$ cat config.mk
export PLATFORM = sky130hd
export DESIGN_NAME = mul_hilo_unit
export DESIGN_NICKNAME = d
export VERILOG_FILES = /design/src/rtl/mips_mul_pkg.sv /design/src/rtl/mul16x16_u.sv /design/src/rtl/mul_hilo_unit.sv
export SDC_FILE = /design/constraint.sdc
export NUM_CORES = 1
export LEC_CHECK = 0
export ABC_AREA = 1
export BUFFER_PORTS_ARGS = -buffer_cell sky130_fd_sc_hd__buf_2
export CAP_MARGIN = 40
export CORE_MARGIN = 2
export CORE_UTILIZATION = 40
export CTS_CLUSTER_DIAMETER = 40
export DETAILED_ROUTE_END_ITERATION = 8
export SLEW_MARGIN = 10
export SYNTH_ARGS = -nofsm -noshare
export SYNTH_HDL_FRONTEND = slang
export SYNTH_SLANG_ARGS = --single-unit
$ cat constraint.sdc
create_clock -name clk -period 11.1 [get_ports clk]
set_input_delay 0 -clock clk [delete_from_list [all_inputs] [get_ports clk]]
set_output_delay 0 -clock clk [all_outputs]
set_load 0.02 [all_outputs]
$ cat src/rtl/mips_mul_pkg.sv
// Shared types and constants for the MIPS HI/LO multiply unit.
//   state_e      : multiply sequencer states
//   HALF_W/ACC_W : partial-product operand width and accumulator width
//   FUNCT_MULT*  : R-type funct codes, for the decoder that drives start/is_signed
//   abs32        : magnitude of a 32-bit two's-complement value
package mips_mul_pkg;

  typedef enum logic [1:0] {
    ST_IDLE = 2'd0,
    ST_CALC = 2'd1,
    ST_FIX  = 2'd2
  } state_e;

  localparam int HALF_W = 16;
  localparam int ACC_W  = 64;

  localparam logic [5:0] FUNCT_MULT  = 6'h18;
  localparam logic [5:0] FUNCT_MULTU = 6'h19;

  // -0x80000000 wraps back to 0x80000000, which is the correct unsigned
  // magnitude, so no special case is needed.
  function automatic logic [31:0] abs32(input logic [31:0] v);
    return v[31] ? (~v + 32'd1) : v;
  endfunction

endpackage

$ cat src/rtl/mul16x16_u.sv
// Combinational 16x16 unsigned multiplier.
//   x_i, y_i : unsigned operands
//   p_o      : full 32-bit product
module mul16x16_u
  import mips_mul_pkg::*;
(
  input  logic [HALF_W-1:0]   x_i,
  input  logic [HALF_W-1:0]   y_i,
  output logic [2*HALF_W-1:0] p_o
);

  assign p_o = {{HALF_W{1'b0}}, x_i} * {{HALF_W{1'b0}}, y_i};

endmodule

$ cat src/rtl/mul_hilo_unit.sv
// Sequential 32x32 multiplier with the architectural HI/LO pair.
// Four passes through one 16x16 unsigned multiplier build the 64-bit
// magnitude product; a final FIX cycle applies the sign and writes HI/LO.
//   clk, rst_n        : clock, async active-low reset
//   start, is_signed  : launch MULT (is_signed=1) / MULTU, sampled in IDLE
//   a, b              : rs / rt operands
//   mthi, mtlo, wdata : HI/LO writes, honoured only in IDLE without start
//   busy              : multiply in flight (stall)
//   done              : one-cycle pulse once HI/LO hold the new product
//   hi, lo            : HI/LO registers
module mul_hilo_unit
  import mips_mul_pkg::*;
#(
  parameter int DATA_W = 32
) (
  input  logic              clk,
  input  logic              rst_n,
  input  logic              start,
  input  logic              is_signed,
  input  logic [DATA_W-1:0] a,
  input  logic [DATA_W-1:0] b,
  input  logic              mthi,
  input  logic              mtlo,
  input  logic [DATA_W-1:0] wdata,
  output logic              busy,
  output logic              done,
  output logic [DATA_W-1:0] hi,
  output logic [DATA_W-1:0] lo
);

  localparam int H = DATA_W / 2;

  state_e             state_q;
  logic [1:0]         pass_q;
  logic [DATA_W-1:0]  ua_q, ub_q;
  logic               neg_q;
  logic [ACC_W-1:0]   acc_q;
  logic [DATA_W-1:0]  hi_q, lo_q;
  logic               done_q;

  logic [H-1:0]       op_x, op_y;
  logic [2*H-1:0]     pp;
  logic [ACC_W-1:0]   pp_sh;
  logic [ACC_W-1:0]   acc_d;
  logic [ACC_W-1:0]   res_d;

  // pass[1] picks the half of ua, pass[0] the half of ub:
  // 0: lo*lo, 1: lo*hi, 2: hi*lo, 3: hi*hi.
  always_comb begin
    op_x = pass_q[1] ? ua_q[DATA_W-1:H] : ua_q[H-1:0];
    op_y = pass_q[0] ? ub_q[DATA_W-1:H] : ub_q[H-1:0];
  end

  mul16x16_u u_mul (
    .x_i (op_x),
    .y_i (op_y),
    .p_o (pp)
  );

  // Weight of the partial product is the sum of the two half offsets.
  always_comb begin
    pp_sh = '0;
    case (pass_q)
      2'd0:    pp_sh = {{(ACC_W-2*H){1'b0}}, pp};
      2'd1,
      2'd2:    pp_sh = {{(ACC_W-2*H){1'b0}}, pp} << H;
      default: pp_sh = {{(ACC_W-2*H){1'b0}}, pp} << (2*H);
    endcase
  end

  assign acc_d = acc_q + pp_sh;
  assign res_d = neg_q ? (~acc_q + {{(ACC_W-1){1'b0}}, 1'b1}) : acc_q;

  always_ff @(posedge clk or negedge rst_n) begin
    if (!rst_n) begin
      state_q <= ST_IDLE;
      pass_q  <= 2'd0;
      ua_q    <= '0;
      ub_q    <= '0;
      neg_q   <= 1'b0;
      acc_q   <= '0;
      hi_q    <= '0;
      lo_q    <= '0;
      done_q  <= 1'b0;
    end else begin
      done_q <= 1'b0;
      case (state_q)
        ST_IDLE: begin
          if (start) begin
            // start takes priority; a coincident MTHI/MTLO is dropped
            ua_q    <= is_signed ? abs32(a) : a;
            ub_q    <= is_signed ? abs32(b) : b;
            neg_q   <= is_signed & (a[DATA_W-1] ^ b[DATA_W-1]);
            acc_q   <= '0;
            pass_q  <= 2'd0;
            state_q <= ST_CALC;
          end else begin
            if (mthi) hi_q <= wdata;
            if (mtlo) lo_q <= wdata;
          end
        end
        ST_CALC: begin
          acc_q  <= acc_d;
          pass_q <= pass_q + 2'd1;
          if (pass_q == 2'd3) state_q <= ST_FIX;
        end
        ST_FIX: begin
          {hi_q, lo_q} <= res_d;
          done_q       <= 1'b1;
          state_q      <= ST_IDLE;
        end
        default: state_q <= ST_IDLE;
      endcase
    end
  end

  assign busy = (state_q != ST_IDLE);
  assign done = done_q;
  assign hi   = hi_q;
  assign lo   = lo_q;

endmodule
Yosys cells after proc, flatten, opt, wreduce, memory -nomap -nowiden

Cells that the tools add are included.

Flip-flop bits (word level): 198
Logic and storage cells: 63
Output and inout port bits: 66

Reductions and logical operators: 11
Equal/unequal tests: 10
Bitwise operators: 5
$add $sub $neg: 5
Muxes and demuxes: 22
$mul: 1

Operators with widths:

| kind                  | number |
|---|---|
| $mux 32               | 8 |
| $pmux 64 s2           | 2 |
| $mux 64               | 2 |
| $pmux 32 s2           | 2 |
| $add 32x1->32 const B | 2 |
| $add 64x1->64 const B | 1 |
| $add 64x64->64        | 1 |
| $not 32->32           | 2 |
| $not 64->64           | 1 |
| $mul 16x16->32        | 1 |
| $mux 16               | 2 |
| $ne 2x2->1 const B    | 5 |
| $pmux 2 s2            | 2 |
| $eq 2x2->1 const B    | 3 |
| $mux 2                | 3 |
| $reduce_and 2->1      | 3 |
| $reduce_and 3->1      | 2 |
| $reduce_bool 2->1     | 3 |
| $eq 2x1->1 const B    | 2 |
| $logic_not 2->1       | 2 |
| $add 2x1->2 const B   | 1 |
| $reduce_or 2->1       | 1 |
| $and 1x1->1           | 1 |
| $mux 1                | 1 |
| $xor 1x1->1           | 1 |

Longest topological paths before layout

Depth after elaboration: 5
Depth in mapped cells: 47
Depth with buffers taken out: 45

Cells and area by module

From an unflattened synthesis, not the netlist that was laid out.

Cells, all modules: 4480
Area total of the unflattened synthesis: 27770.4 µm²

Modules (own cells, without submodules):

| module        | area an instance (µm²) | cells each | times used |
|---|---|---|---|
| mul_hilo_unit | 18317.6                | 3105       | 1 |
| mul16x16_u    | 9452.8                 | 1375       | 1 |

Least setup slack after synthesis

No wires, ideal clock.

Kind: flip-flop to flip-flop
From: register pass_q[0]
To: register acc_q[47]
Slack: 3.456 ns
Data arrival time: 7.526 ns
Buffers on the path: 2
Cell stages (with the launch flop): 39
Cells stage by stage: dfrtp_1 > inv_1 > clkbuf_1 > or2_2 > o21ai_1 > clkbuf_1 > nor2_1 > fa_1 > inv_1 > fa_1 > fa_1 > inv_1 > fa_1 > fa_1 > inv_1 > fa_1 > inv_1 > ha_1 > [... 3 more ...] > nand3_1 > a21oi_1 > o21ai_1 > xnor2_1 > o21ai_0 > ha_1 > nand2_1 > nor2_1 > inv_1 > nor2_1 > inv_1 > nor3_1 > nand2_1 > nand2_1 > a21oi_1 > or2_0 > nand3_1 > nand2_1

Longest elaborated chain between the ends: 5
Elaborated cells on any way between the ends: 9

Ends and longest elaborated chain:

| what                                                     | RTL line                              | source |
|---|---|---|
| start, declared                                          | mul_hilo_unit.sv:34                   | `logic [1:0] pass_q;` |
| start signal, assigned                                   | mul_hilo_unit.sv:104                  | `pass_q <= pass_q + 2'd1;` |
| $mux 16 (tied with other cells)                          | mul_hilo_unit.sv:51                   | `op_y = pass_q[0] ? ub_q[DATA_W-1:H] : ub_q[H-1:0];` |
| $mul 16x16->32 / $reduce_or 2->1 (equally long branches) | mul16x16_u.sv:12, mul_hilo_unit.sv:63 |  |
| $pmux 64 s2 (*)                                          | mul_hilo_unit.sv:63                   | `case (pass_q)` |
| $add 64x64->64 (*)                                       | mul_hilo_unit.sv:71                   | `assign acc_d = acc_q + pp_sh;` |
| $pmux 64 s2 (*)                                          | mul_hilo_unit.sv:87                   | `case (state_q)` |
| end signal, assigned                                     | mul_hilo_unit.sv:81                   | `acc_q <= '0;` |
| end signal, assigned                                     | mul_hilo_unit.sv:94                   | `acc_q <= '0;` |
| end signal, assigned                                     | mul_hilo_unit.sv:103                  | `acc_q <= acc_d;` |
| end, declared                                            | mul_hilo_unit.sv:37                   | `logic [ACC_W-1:0] acc_q;` |

Every way passes the cells marked *; elsewhere a longest branch is shown, timed or not.
A chain may end at the register's enable or synchronous reset.

Worst setup path in the final report

From: register pass_q[1]
To: register acc_q[56]

Longest elaborated chain between the ends: 5
Elaborated cells on any way between the ends: 9

Ends and longest elaborated chain:

| what                                                     | RTL line                              | source |
|---|---|---|
| $mux 16 (tied with other cells)                          | mul_hilo_unit.sv:50                   | `op_x = pass_q[1] ? ua_q[DATA_W-1:H] : ua_q[H-1:0];` |
| $mul 16x16->32 / $reduce_or 2->1 (equally long branches) | mul16x16_u.sv:12, mul_hilo_unit.sv:63 |  |
| $pmux 64 s2 (*)                                          | mul_hilo_unit.sv:63                   |  |
| $add 64x64->64 (*)                                       | mul_hilo_unit.sv:71                   |  |
| $pmux 64 s2 (*)                                          | mul_hilo_unit.sv:87                   |  |

Marks and branches as above.

==> results.ini <==
[status]
status=completed

[worst_setup_path]
cp-start-kind=register
critical_path_arrival_ns=9.92
rrSetupSlack_ns=1.58
critPathSlowestCell=fa_1
critical_path_required_ns=11.50
critical_path.max_stage_delay_ns=0.58
cp_max_fo=24
worstSetupPathType=reg2reg
worst_setup_path_end_kind=register
crit_top_cell=fa_1

[grt]
grt_remaining_overflow=0
grt_max_degree=97
grt_use_total_pct=29.5
antenna_found_initial=0
grt_pass1_wl_um=150000
grt_pass1_vias=25700

[floorplanning]
die_w_um=257
dieArea_mm2=0.0660
io_pins=168
start_util_pct=40.5
coreArea_mm2=0.0632
fp-row-count=92
die_height_um=257

[synthesis]
synth_top_family_by_area=simple AND/OR/NAND/NOR gates
synth_top_area_cell=dfrtp_1
synthesis.area_mm2=0.0256
synth_xor_area_share_pct=2.29
yosys_warnings=0
synth-edff-count=0
ys_ff_latch=198
synthAdderAreaFrac_pct=23.7
synth-simple-area-share_pct=30.5
synth_nets=4289
synthFlopType=dfrtp_1
yosysTopAreaCellShare_pct=19.4
ys_types=52
synth_compound_area_share_pct=13.6
yosys-top-cells-area=dfrtp_1, fa_1, nand2_1
synth.avg_cell_area_um2=6.70
async_flop_share_pct=100
syn_inst=3819
yosysMostFrequentCell=nand2_1
synthMuxAreaShare_pct=0
synth_common_cells=nand2_1, inv_1, nor2_1
synth-seq-area-share_pct=19.4

[cts]
cts-root-buf=clkbuf_16
cts_buffers=17
cts-htree-levels=4
clk_latency_ns=0.51
cts_tree=built
cts_setup_buffers=0
cts.path.max_buffers=2
clkTransAtPathRegs_ns=0.09
cts.sink_count=198

[drt]
wl_per_cell_um=19.9
wl_um=97800
drc=0
drt_first_iter_violations=2478
vias=26700
drtAntennaViolNets=0
first_pass_iters=5
routed_via_density=5.43

[finish]
drive_gt1_share_pct=8.33
nNetsFinal=4529
final_design_area_no_fill_mm2=0.0292
area_delta_synth_final_pct=14.0
finalNonFillerCells=4917
num_antenna_cells=0

[timing]
whs_ns=0.0326
finalMaxSlewViolations=0
relSlewSlack_pct=35.7
timing.clock.skew_ns=0.0236
fin_crit_sh_pct=85.7
min_period_ns=9.52
worstMarginPinSlew_ns=0.954
rsz0062_at_grt=no
max_freq_mhz=105
finalSetupViolCount=0
fin_setup_tns_ns=0
finalHoldViolCount=0

[min_path]
hp-class=in2async

[job]
cap_violations=0

[place]
gp_congestion=1.02
dp.cells=4774
dpl.hpwl_um=79700
port_buffers=167
place_area_mm2=0.0275

[final timing paths]
kind                       cells after the start                    end             startpoint
hold reg to reg                                2   ub_q[20]$_DFFE_PN0P_   ub_q[20]$_DFFE_PN0P_
min in group clk                               5   ub_q[12]$_DFFE_PN0P_                  start
max in group asynchronous                      4   acc_q[4]$_DFFE_PN0P_                  rst_n
setup / recovery                              35  acc_q[56]$_DFFE_PN0P_  pass_q[1]$_DFFE_PN0P_
setup reg to reg                              35  acc_q[56]$_DFFE_PN0P_  pass_q[1]$_DFFE_PN0P_
hold / removal                                 2     hi[26]$_DFFE_PN0P_                  rst_n
[logic make-up after synthesis]
kind of cell / count (synthesis)
compound gates: 633
xor+xnor: 67
fa+ha+maj: 368
buf+inv: 718
flops: 198
simple gates: 1835
[final cells by class]
class                   instances  area (um2)
inverters                     621        2330
fillers                      6499       34000
clock inverters                14         159
repair buffers                318        2300
flip-flops and latches        198        4960
well taps                     846        1060
multi-input cells            2903       18000
clock buffers                  17         425
[registers in the layout (all words and copies together) (netlist names), 2 cells and up]
register  flops
ub_q         32
ua_q         32
hi           32
state_q       2
lo           32
pass_q        2
acc_q        64
[stage by stage]
| stage | utilization [%] | setup slack [ns] |
|---|---|---|
| 5_1_grt | 46.2 | 1.14 |
| 3_3_place_gp | 43.4 | 1.85 |
| 2_1_floorplan | - | 3.46 |
| 3_5_place_dp | 43.5 | 1.87 |
| 4_1_cts | 46.2 | 1.83 |
| 6_report | 46.2 | 1.58 |
[routing by layer]
layer	vias up	share of wire, %	GRT usage, %	routed length [um]
met5	-	0	0	0
met4	0	4.0	11.0	3940
met3	170	7.6	5.38	7470
met2	1073	43	45.3	42400
met1	12800	45	41.4	43900
li1	12700	-	-	-
[repair_timing]
item | CTS | global route
gates resized for setup | 0 | 0
hold buffers | 112 | 0
endpoints found under the hold margin | 200 | 0
[critical path, delay by kind of cell (launching register included)]
family | cells | cell delay, ns
adder cells (fa/ha/maj) | 8 | 3.84
AO/OA/AOI/OAI | 8 | 1.87
AND/OR/NAND/NOR | 12 | 1.76
buffers and inverters | 6 | 1.15
XOR/XNOR | 1 | 0.47
flip-flops | 1 | 0.33
[cell usage in the layout (no fill, tap or decap), types with 37 or more instances in the layout]
master	count
o21ai_0	228
nand2_1	821
fa_1	195
xor2_1	37
inv_1	596
dlygate4sd3_1	112
nand4_1	48
nand3_1	244
nor2_1	573
a21oi_1	231
buf_2	166
nor3_1	40
dfrtp_1	197
ha_1	173
Power is left out: the tool's default activity adds up to more than one toggle a clock period on the data nets, which glitch-free logic cannot reach.
